### config.mk
export PLATFORM = sky130hd
export DESIGN_NAME = spi_peripheral_flat
export DESIGN_NICKNAME = d
export VERILOG_FILES = /design/src/rtl/spi_peripheral_if.sv /design/src/rtl/spi_peripheral.sv /design/src/flat_wrapper.sv
export SDC_FILE = /design/constraint.sdc
export NUM_CORES = 1
export LEC_CHECK = 0
export CORE_MARGIN = 4
export CORE_UTILIZATION = 59
export CTS_BUF_LIST = sky130_fd_sc_hd__clkbuf_8 sky130_fd_sc_hd__clkbuf_16
export CTS_CLUSTER_DIAMETER = 40
export CTS_CLUSTER_SIZE = 40
export DETAILED_ROUTE_END_ITERATION = 6
export GPL_TIMING_DRIVEN = 0
export PLACE_DENSITY = 0.84
export SLEW_MARGIN = 20
export SYNTH_ARGS = -nofsm -noshare
export SYNTH_HDL_FRONTEND = slang
export SYNTH_SLANG_ARGS = --single-unit
### constraint.sdc
create_clock -name i_clk -period 2.35 [get_ports i_clk]
set_input_delay 0.3525 -clock i_clk [delete_from_list [all_inputs] [get_ports i_clk]]
set_output_delay 0.3525 -clock i_clk [all_outputs]
set_load 0.005 [all_outputs]
### src/rtl/spi_peripheral_if.sv
// rtl/spi_peripheral_if.sv - SPI peripheral host-side handshake and SPI pin bundle
interface spi_peripheral_if;
    logic       i_cpol;
    logic       i_cpha;
    logic [7:0] i_tx;
    logic       i_tx_valid;
    logic       o_tx_ready;
    logic [7:0] o_rx;
    logic       o_rx_valid;
    logic       o_underrun;
    logic       i_sclk;
    logic       i_cs_n;
    logic       i_copi;
    logic       o_cipo;
    logic       o_cipo_oe;
    logic       o_busy;

    modport slave (
        input  i_cpol, i_cpha, i_tx, i_tx_valid, i_sclk, i_cs_n, i_copi,
        output o_tx_ready, o_rx, o_rx_valid, o_underrun, o_cipo, o_cipo_oe, o_busy
    );

    modport master (
        output i_cpol, i_cpha, i_tx, i_tx_valid, i_sclk, i_cs_n, i_copi,
        input  o_tx_ready, o_rx, o_rx_valid, o_underrun, o_cipo, o_cipo_oe, o_busy
    );
endinterface

### src/rtl/spi_peripheral.sv
// rtl/spi_peripheral.sv - SPI peripheral, modes 0-3, MSB first, one-byte TX holding buffer
module spi_peripheral #(
    parameter int SYNC_STAGES = 2
) (
    input  logic             i_clk,
    input  logic             i_rst_n,
    spi_peripheral_if.slave  bus
);
    typedef enum logic [1:0] {IDLE, LOAD, SHIFT} state_t;

    state_t state, state_next;

    // Reset asserts immediately but releases two clocks later so nothing moves on the release edge.
    logic [1:0] rst_pipe;
    logic       rst_core_n;

    always_ff @(posedge i_clk or negedge i_rst_n) begin
        if (!i_rst_n) rst_pipe <= 2'b00;
        else          rst_pipe <= {rst_pipe[0], 1'b1};
    end
    assign rst_core_n = rst_pipe[1];

    logic [SYNC_STAGES-1:0] sclk_sync, cs_sync, copi_sync;
    logic                   sclk_d, cs_d;

    always_ff @(posedge i_clk or negedge rst_core_n) begin
        if (!rst_core_n) begin
            sclk_sync <= '0;
            cs_sync   <= '1;
            copi_sync <= '0;
            sclk_d    <= 1'b0;
            cs_d      <= 1'b1;
        end else begin
            sclk_sync <= {sclk_sync[SYNC_STAGES-2:0], bus.i_sclk};
            cs_sync   <= {cs_sync[SYNC_STAGES-2:0],   bus.i_cs_n};
            copi_sync <= {copi_sync[SYNC_STAGES-2:0], bus.i_copi};
            sclk_d    <= sclk_sync[SYNC_STAGES-1];
            cs_d      <= cs_sync[SYNC_STAGES-1];
        end
    end

    logic sclk_s, cs_s, copi_s;
    logic sclk_rise, sclk_fall, cs_fall;
    logic lead_edge, trail_edge, active, sample_edge, shift_edge;
    logic byte_load, load, tx_wr;

    logic       cpol_q, cpha_q, first_q;
    logic [2:0] bit_cnt;
    logic [7:0] tx_sr;
    logic [6:0] rx_sr;
    logic       cipo_q;
    logic [7:0] tx_buf;
    logic       tx_full;
    logic [7:0] rx_data;
    logic       rx_valid, underrun;
    logic [7:0] load_byte;

    assign sclk_s    = sclk_sync[SYNC_STAGES-1];
    assign cs_s      = cs_sync[SYNC_STAGES-1];
    assign copi_s    = copi_sync[SYNC_STAGES-1];
    assign sclk_rise = sclk_s & ~sclk_d;
    assign sclk_fall = ~sclk_s & sclk_d;
    assign cs_fall   = ~cs_s & cs_d;

    assign lead_edge   = cpol_q ? sclk_fall : sclk_rise;
    assign trail_edge  = cpol_q ? sclk_rise : sclk_fall;
    assign active      = (state == SHIFT) && !cs_s;
    assign sample_edge = active && (cpha_q ? trail_edge : lead_edge);
    assign shift_edge  = active && (cpha_q ? lead_edge : trail_edge);

    // With bit_cnt wrapped to 0, the shift edge opens the next byte slot; in CPHA=1
    // the very first leading edge only presents the byte already loaded in LOAD.
    assign byte_load = shift_edge && (bit_cnt == 3'd0) && (!cpha_q || !first_q);
    assign load      = (state == LOAD) || byte_load;
    assign load_byte = tx_full ? tx_buf : 8'h00;
    assign tx_wr     = bus.i_tx_valid && !tx_full;

    always_ff @(posedge i_clk or negedge rst_core_n) begin
        if (!rst_core_n) state <= IDLE;
        else             state <= state_next;
    end

    always_comb begin
        state_next = state;
        bus.o_busy = 1'b1;
        case (state)
            IDLE: begin
                bus.o_busy = 1'b0;
                if (cs_fall) state_next = LOAD;
            end
            LOAD:    state_next = cs_s ? IDLE : SHIFT;
            SHIFT:   if (cs_s) state_next = IDLE;
            default: state_next = IDLE;
        endcase
    end

    always_ff @(posedge i_clk or negedge rst_core_n) begin
        if (!rst_core_n) begin
            cpol_q   <= 1'b0;
            cpha_q   <= 1'b0;
            first_q  <= 1'b0;
            bit_cnt  <= 3'd0;
            tx_sr    <= 8'h00;
            rx_sr    <= 7'h00;
            cipo_q   <= 1'b0;
            tx_buf   <= 8'h00;
            tx_full  <= 1'b0;
            rx_data  <= 8'h00;
            rx_valid <= 1'b0;
            underrun <= 1'b0;
        end else begin
            rx_valid <= 1'b0;
            underrun <= 1'b0;

            // A write and a load never both touch tx_full: writes need it clear, loads clear it only when set.
            if (tx_wr) begin
                tx_buf  <= bus.i_tx;
                tx_full <= 1'b1;
            end
            if (load) begin
                if (tx_full) tx_full  <= 1'b0;
                else         underrun <= 1'b1;
            end

            case (state)
                IDLE: begin
                    bit_cnt <= 3'd0;
                    cipo_q  <= 1'b0;
                    first_q <= 1'b0;
                end
                LOAD: begin
                    cpol_q  <= bus.i_cpol;
                    cpha_q  <= bus.i_cpha;
                    bit_cnt <= 3'd0;
                    rx_sr   <= 7'h00;
                    tx_sr   <= load_byte;
                    cipo_q  <= 1'b0;
                    first_q <= 1'b1;
                end
                SHIFT: begin
                    if (sample_edge) begin
                        rx_sr   <= {rx_sr[5:0], copi_s};
                        bit_cnt <= bit_cnt + 3'd1;
                        if (bit_cnt == 3'd7) begin
                            rx_data  <= {rx_sr, copi_s};
                            rx_valid <= 1'b1;
                        end
                    end
                    if (shift_edge) begin
                        if (!cpha_q) begin
                            if (byte_load) tx_sr <= load_byte;
                            else           tx_sr <= {tx_sr[6:0], 1'b0};
                        end else if (bit_cnt == 3'd0) begin
                            first_q <= 1'b0;
                            if (byte_load) begin
                                tx_sr  <= load_byte;
                                cipo_q <= load_byte[7];
                            end else begin
                                cipo_q <= tx_sr[7];
                            end
                        end else begin
                            tx_sr  <= {tx_sr[6:0], 1'b0};
                            cipo_q <= tx_sr[6];
                        end
                    end
                end
                default: bit_cnt <= 3'd0;
            endcase
        end
    end

    assign bus.o_tx_ready = !tx_full;
    assign bus.o_rx       = rx_data;
    assign bus.o_rx_valid = rx_valid;
    assign bus.o_underrun = underrun;
    assign bus.o_cipo     = (state == SHIFT) ? (cpha_q ? cipo_q : tx_sr[7]) : 1'b0;
    assign bus.o_cipo_oe  = ~cs_s;
endmodule
### src/flat_wrapper.sv
// flat-port wrapper written by rule: the top's interface ports become plain ports
module spi_peripheral_flat 
#(
    parameter int SYNC_STAGES = 2
)
  (i_clk, i_rst_n, bus_i_cpol, bus_i_cpha, bus_i_tx, bus_i_tx_valid, bus_i_sclk, bus_i_cs_n, bus_i_copi, bus_o_tx_ready, bus_o_rx, bus_o_rx_valid, bus_o_underrun, bus_o_cipo, bus_o_cipo_oe, bus_o_busy);
  spi_peripheral_if bus_i ();
  input  logic i_clk;
  input  logic i_rst_n;
  input wire logic [$bits(bus_i.i_cpol)-1:0] bus_i_cpol;
  input wire logic [$bits(bus_i.i_cpha)-1:0] bus_i_cpha;
  input wire logic [$bits(bus_i.i_tx)-1:0] bus_i_tx;
  input wire logic [$bits(bus_i.i_tx_valid)-1:0] bus_i_tx_valid;
  input wire logic [$bits(bus_i.i_sclk)-1:0] bus_i_sclk;
  input wire logic [$bits(bus_i.i_cs_n)-1:0] bus_i_cs_n;
  input wire logic [$bits(bus_i.i_copi)-1:0] bus_i_copi;
  output wire logic [$bits(bus_i.o_tx_ready)-1:0] bus_o_tx_ready;
  output wire logic [$bits(bus_i.o_rx)-1:0] bus_o_rx;
  output wire logic [$bits(bus_i.o_rx_valid)-1:0] bus_o_rx_valid;
  output wire logic [$bits(bus_i.o_underrun)-1:0] bus_o_underrun;
  output wire logic [$bits(bus_i.o_cipo)-1:0] bus_o_cipo;
  output wire logic [$bits(bus_i.o_cipo_oe)-1:0] bus_o_cipo_oe;
  output wire logic [$bits(bus_i.o_busy)-1:0] bus_o_busy;
  assign bus_i.i_cpol = bus_i_cpol;
  assign bus_i.i_cpha = bus_i_cpha;
  assign bus_i.i_tx = bus_i_tx;
  assign bus_i.i_tx_valid = bus_i_tx_valid;
  assign bus_i.i_sclk = bus_i_sclk;
  assign bus_i.i_cs_n = bus_i_cs_n;
  assign bus_i.i_copi = bus_i_copi;
  assign bus_o_tx_ready = bus_i.o_tx_ready;
  assign bus_o_rx = bus_i.o_rx;
  assign bus_o_rx_valid = bus_i.o_rx_valid;
  assign bus_o_underrun = bus_i.o_underrun;
  assign bus_o_cipo = bus_i.o_cipo;
  assign bus_o_cipo_oe = bus_i.o_cipo_oe;
  assign bus_o_busy = bus_i.o_busy;
  spi_peripheral #(.SYNC_STAGES(SYNC_STAGES)) u_core (.i_clk(i_clk), .i_rst_n(i_rst_n), .bus(bus_i));
endmodule
# After elaboration in Yosys (flattened, before gate mapping)
# Cells that the tools add are included.
[word_totals]
output_inout_bits = 14
word_cells = 99
inputBits = 16
reg_bits = 53
[op_classes]
bitwise = 6
eq_ne = 10
n_addsub = 1
reduce_logical = 24
mux = 39
[ops]
columns = ["op", "count"]
rows = [
  ["8-bit two-way mux", 6],
  ["1-bit two-way mux", 22],
  ["8-bit one-hot mux with 2 select lines", 1],
  ["7-bit one-hot mux with 2 select lines", 1],
  ["2-bit by 1-bit != test with 1-bit output (second input constant)", 5],
  ["3-bit AND reduction", 3],
  ["7-bit two-way mux", 1],
  ["1-bit logical AND", 6],
  ["2-bit two-way mux", 3],
  ["3-bit two-way mux", 2],
  ["2-bit one-hot mux with 3 select lines", 1],
  ["1-bit logical NOT", 4],
  ["4-bit by 3-bit != test with 1-bit output (second input constant)", 1],
  ["2-bit AND reduction", 2],
  ["4-bit AND reduction", 1],
  ["2-bit nonzero test", 2],
  ["3-bit by 1-bit adder with 3-bit output (second input constant)", 1],
  ["1-bit AND", 3],
  ["3-bit equality test (second input constant)", 1],
  ["3-bit logical NOT", 1],
  ["1-bit NOT", 3],
  ["1-bit one-hot mux with 3 select lines", 1],
  ["3-bit nonzero test", 1],
  ["2-bit by 1-bit equality test with 1-bit output (second input constant)", 1],
  ["other kinds (6)", 7],
]

# Depth between registers and ports, before layout
[depth]
depth_word = 12
depth_mapped = 8
mapped_depth_nobuf = 7

# Worst setup path before layout
# Ideal clock, no wire load.
[synth_timing]
kind = "reg-to-reg"
startpoint = "reg u_core.state[0]"
endpoint = "reg u_core.tx_sr[1]"
required_ns = 2.214
path_stages_with_launch = 8
arrival_ns = 1.499
synth_period_minus_slack_ns = 1.635
path_buffers = 0
slack_ns = 0.715
setup_ns = 0.136
cell_sequence = "dfrtp_1 inv_1 ha_1 and4bb_2 mux2i_2 o21ai_4 o22ai_1 a21oi_1"
[synth_via]
elab_chain_cells = 9
word_cells_on_any_way = 14
cone_classes = "4 x eq/ne; 4 x mux; 6 x reduce/logical"
[synth_rtl]
columns = ["element", "line_no", "rtl"]
rows = [
  ["start, declared", "spi_peripheral.sv:11", "state_t state, state_next;"],
  ["start signal, assigned", "spi_peripheral.sv:80", "else state <= state_next;"],
  ["2-bit equality test", "spi_peripheral.sv:67, spi_peripheral.sv:125", ""],
  ["1-bit logical AND", "spi_peripheral.sv:67", "assign active = (state == SHIFT) && !cs_s;"],
  ["1-bit logical AND", "spi_peripheral.sv:69", "assign shift_edge = active && (cpha_q ? lead_edge : trail_edge);"],
  ["1-bit logical AND (2 in series)", "spi_peripheral.sv:73", "assign byte_load = shift_edge && (bit_cnt == 3'd0) && (!cpha_q || !first_q);"],
  ["8-bit two-way mux", "spi_peripheral.sv:151", "if (byte_load) tx_sr <= load_byte;"],
  ["8-bit two-way mux", "spi_peripheral.sv:150", "if (!cpha_q) begin"],
  ["8-bit two-way mux", "spi_peripheral.sv:149", "if (shift_edge) begin"],
  ["8-bit one-hot mux with 2 select lines", "spi_peripheral.sv:125", "case (state)"],
  ["end signal, assigned", "spi_peripheral.sv:151", ""],
  ["end signal, assigned", "spi_peripheral.sv:152", "else tx_sr <= {tx_sr[6:0], 1'b0};"],
  ["end signal, assigned", "spi_peripheral.sv:156", "tx_sr <= load_byte;"],
  ["end, declared", "spi_peripheral.sv:49", "logic [7:0] tx_sr;"],
]
# Several ways; a longest one is shown, not always the timed one. The select of a mux whose other input is x is not followed.
# A chain may end at the register's enable or synchronous reset.

# Worst setup path in the final report
[layout_timing]
startpoint = "reg u_core.state[0]"
endpoint = "out bus_o_cipo"
[layout_via]
elab_chain_cells = 2
[layout_rtl]
columns = ["element", "line_no", "rtl"]
rows = [
  ["2-bit equality test", "spi_peripheral.sv:176", "assign bus.o_cipo = (state == SHIFT) ? (cpha_q ? cipo_q : tx_sr[7]) : 1'b0;"],
  ["1-bit two-way mux", "spi_peripheral.sv:176", ""],
  ["end, declared", "flat_wrapper.sv:21", "output wire logic [$bits(bus_i.o_cipo)-1:0] bus_o_cipo;"],
]
# No other way between the ends.

==> flow_results.xml <==
<?xml version="1.0" encoding="UTF-8"?>
<metrics>
  <group name="setup_path">
    <metric name="setup.worst_path.start_class" unit="">flop</metric>
    <metric name="cp_cell_sequence" unit="">inv_1 &gt; ha_2 &gt; nor2b_1 &gt; clkdlybuf4s50_1</metric>
    <metric name="critical_path_class" unit="">reg -&gt; out</metric>
    <metric name="worst_ep_required_time" unit="ns">2.00</metric>
    <metric name="worst_path_dominant_cell_family" unit="">buffers and inverters</metric>
    <metric name="worst_setup_path_end_kind" unit="">output port</metric>
    <metric name="critPathBufInv" unit="">2</metric>
    <metric name="reg2regPathDepth" unit="">6</metric>
    <metric name="timing.critical_path.arrival" unit="ns">1.87</metric>
    <metric name="critPathMaxStageDelay" unit="ns">0.50</metric>
    <metric name="timing.critical_path.slowest_stage_cell" unit="">clkdlybuf4s50_1</metric>
    <metric name="maximum_fanout_encountered_on_the_critical_timing_path" unit="">18</metric>
    <metric name="cp_num_cells" unit="">4</metric>
  </group>
  <group name="yosys">
    <metric name="synthesis.area" unit="um^2">2450</metric>
    <metric name="synth_seq_cells" unit="">53</metric>
    <metric name="top_cells_by_area_synth" unit="">dfrtp_1 (51%), mux2_2 (8.3%), mux2i_1 (3.7%), nand3_1 (3.7%), dfstp_2 (3.2%)</metric>
    <metric name="synth-edff-count" unit="">0</metric>
    <metric name="main_combinational_cell_family_by_area_after_synthesis" unit="">simple AND/OR/NAND/NOR gates</metric>
    <metric name="synth.top_cell.area_share" unit="">0.511</metric>
    <metric name="compound_gate_portion_of_the_synthesized_area" unit="">0.0920</metric>
    <metric name="post-synth-top-area-cell" unit="">dfrtp_1</metric>
    <metric name="synthDistinctLibCells" unit="">41</metric>
    <metric name="syn_avg_cell_area" unit="um^2">11.5</metric>
    <metric name="post_synth_fa_ha_maj_area_fraction" unit="">0.0307</metric>
    <metric name="post_synth_most_frequent_cells" unit="">dfrtp_1 (50), mux2_2 (18), nand3_1 (18), nand2_1 (13)</metric>
    <metric name="synthSimpleGateAreaFrac" unit="">0.144</metric>
    <metric name="synthFlopType" unit="">dfrtp_1</metric>
    <metric name="synth.area.mux_share" unit="">0.131</metric>
    <metric name="synth_async_sr_flop_share" unit="">1.00</metric>
    <metric name="synth_fp_nets" unit="">235</metric>
    <metric name="synth.most_common_cell" unit="">dfrtp_1</metric>
    <metric name="yosys_synthesis_warning_count" unit="">0</metric>
    <metric name="synth_xor_xnor_area_share" unit="">0.0112</metric>
    <metric name="netlist_instances" unit="">213</metric>
    <metric name="synth-seq-area-share" unit="">0.543</metric>
  </group>
  <group name="layout">
    <metric name="synthToLayoutAreaGrowth" unit="%">19.8</metric>
    <metric name="final_net_count" unit="">271</metric>
    <metric name="layout.filler_cells" unit="">275</metric>
    <metric name="area_taken_by_flip_flops_and_latches" unit="um^2">1330</metric>
    <metric name="multi_input_area" unit="um^2">1010</metric>
    <metric name="drive_above_1_share" unit="">0.196</metric>
    <metric name="insertedDiodeCount" unit="">0</metric>
  </group>
  <group name="grt">
    <metric name="grt_max_degree" unit="">27</metric>
    <metric name="via_count_of_the_first_global_routing_pass" unit="">1672</metric>
    <metric name="wire_length_of_the_first_global_routing_pass" unit="um">7730</metric>
    <metric name="gr-usage-all-layers" unit="">0.192</metric>
    <metric name="grt-ovfl-total" unit="">0</metric>
    <metric name="antenna_found_initial" unit="">0</metric>
  </group>
  <group name="floorplan">
    <metric name="die_h" unit="um">72.4</metric>
    <metric name="rows" unit="">23</metric>
    <metric name="coreArea" unit="um^2">4000</metric>
    <metric name="initial_core_util" unit="">0.612</metric>
    <metric name="die_width" unit="um">72.4</metric>
    <metric name="ioPinCount" unit="">30</metric>
    <metric name="dieArea" unit="um^2">5240</metric>
  </group>
  <group name="power">
    <metric name="power.leakage" unit="nW">1.36</metric>
    <metric name="power_density" unit="nW/um^2">1070</metric>
    <metric name="vdd_drop_max" unit="mV">0.796</metric>
  </group>
  <group name="clocking">
    <metric name="cts_stage_hold_buffer_count" unit="">0</metric>
    <metric name="cts_max_level" unit="">2</metric>
    <metric name="postCtsResizedCells" unit="">2</metric>
    <metric name="clockRootBuffer" unit="">clkbuf_8</metric>
    <metric name="insertion_delay" unit="ns">0.31</metric>
    <metric name="cts_buffer_depth" unit="">2</metric>
    <metric name="postCtsSetupRepairBufs" unit="">0</metric>
    <metric name="cts_buffers" unit="">5</metric>
    <metric name="clock_sink_count" unit="">53</metric>
    <metric name="cts_tree" unit="">built</metric>
    <metric name="worst_setup_hold_path_clk_slew" unit="ns">0.09</metric>
  </group>
  <group name="timing">
    <metric name="min_period_over_period" unit="">0.945</metric>
    <metric name="tightest_slew_margin_relative_to_the_limit" unit="">0.614</metric>
    <metric name="final.setup_skew" unit="ns">0.00958</metric>
    <metric name="totalNegativeSetupSlack" unit="ns">0</metric>
    <metric name="final-setup-viol-count" unit="">0</metric>
    <metric name="worst-slew-pin-transition" unit="ns">0.579</metric>
    <metric name="rsz0062_at_grt" unit="">false</metric>
    <metric name="post-route-min-period" unit="ns">2.22</metric>
    <metric name="setup_ws" unit="ns">0.129</metric>
    <metric name="report.final.slew_viol_count" unit="">0</metric>
    <metric name="achievable-frequency" unit="MHz">450</metric>
    <metric name="hold_violations" unit="">0</metric>
  </group>
  <group name="placed_design">
    <metric name="preCtsSetupSlack" unit="ns">0.155</metric>
    <metric name="port-buffer-count" unit="">29</metric>
    <metric name="place_congestion" unit="">0.750</metric>
    <metric name="place_hpwl" unit="um">3170</metric>
  </group>
  <group name="detailed_routing">
    <metric name="drt-vias-per-instance" unit="">5.62</metric>
    <metric name="route.detailed.drc" unit="">0</metric>
    <metric name="totalWireLength" unit="um">4460</metric>
    <metric name="dr_total_vias" unit="">1685</metric>
    <metric name="drt_pass1_iterations" unit="">4</metric>
    <metric name="detailedRoute.firstIterationViolations" unit="">105</metric>
    <metric name="route.detailed.wl_per_inst" unit="um">14.9</metric>
    <metric name="antenna_left" unit="">0</metric>
  </group>
  <group name="flow_run">
    <metric name="max_cap_check_violation_count" unit="">0</metric>
  </group>
  <group name="min_path">
    <metric name="holdCritPathClass" unit="">in -&gt; async</metric>
  </group>
  <group name="run_status">
    <metric name="status" unit="">complete, no violations</metric>
  </group>
</metrics>
state kept, by name (all words and copies together) (netlist names):
| name | cells |
|---|---|
| u_core.first_q | 1 |
| u_core.bus.o_rx | 8 |
| u_core.tx_sr | 8 |
| u_core.cpha_q | 1 |
| u_core.cs_d | 1 |
| u_core.sclk_sync | 2 |
| u_core.bit_cnt | 3 |
| u_core.sclk_d | 1 |
| u_core.rst_pipe | 2 |
| u_core.cpol_q | 1 |
| u_core.tx_full | 1 |
| u_core.cipo_q | 1 |
| u_core.rx_sr | 7 |
| u_core.cs_sync | 2 |
| u_core.state | 2 |
| u_core.tx_buf | 8 |
| u_core.bus.o_rx_valid | 1 |
| u_core.bus.o_underrun | 1 |
| u_core.copi_sync | 2 |
layer usage:
layer,vias to the layer above,global-route usage,share of wire
met1,823,0.267,0.48
met3,9,0.0443,0.051
met5,-,0,0
met4,0,0.0820,0.020
li1,810,-,-
met2,43,0.291,0.45
cells in the final DEF (no fill, tap or decap), types with 6 or more instances in the layout:
master / count
nor2_1: 7
dfrtp_1: 49
mux2_2: 18
inv_1: 12
clkdlybuf4s50_1: 29
mux2i_1: 9
o21ai_0: 7
a21oi_1: 12
o22ai_1: 7
and2_1: 6
nand3_1: 18
nand2_1: 13
per-stage QoR:
step | hold WS [ns] | utilization | power (mW) | cells | area [um^2]
finish | 0.195 | 0.734 | 3.14 | 300 | 2930
global route | 0.177 | 0.734 | 3.37 | 300 | 2930
CTS | 0.193 | 0.735 | 3.15 | 301 | 2940
detailed placement | 0.286 | 0.706 | 2.53 | 293 | 2820
global placement | 0.331 | 0.700 | 2.47 | 292 | 2800
floorplan | 0.0569 | - | 2.21 | 213 | 2450
final cells by class:
class | count | share of cell area
buffer | 11 | 0.0226
clock buffer | 5 | 0.0235
clock inverter | 3 | 0.0149
inverter | 12 | 0.0154
multi-input combinational | 136 | 0.343
sequential | 53 | 0.454
tap | 50 | 0.0213
timing repair buffer | 30 | 0.106
worst paths after layout:
path	slack, ns	startpoint	endpoint
min in group i_clk	0.36	u_core.cs_sync[0]	u_core.cs_sync[1]
worst max-delay path	0.13	u_core.state[0]	bus_o_cipo
worst min register to register	0.27	u_core.rst_pipe[1]	u_core.rx_sr[0]
max in group asynchronous	1.47	u_core.rst_pipe[1]	u_core.cs_sync[0]
worst min-delay path	0.20	i_rst_n	u_core.rst_pipe[1]
worst max register to register	0.36	u_core.state[0]	u_core.cipo_q
cells by family after synthesis:
kind of cell    count (synthesis)
simple gates                   64
buf+inv                        24
other cells                     1
mux                            29
xor+xnor                        1
compound gates                 35
flops                          53
fa+ha+maj                       6
report_power, final:
part,total [mW],switching (mW),leakage [nW],internal (mW)
Sequential,1.26,0.132,0.667,1.13
Combinational,1.26,0.667,0.634,0.592
Clock,0.622,0.302,0.0585,0.319
Note: power is estimated with default switching activity, not from simulation.
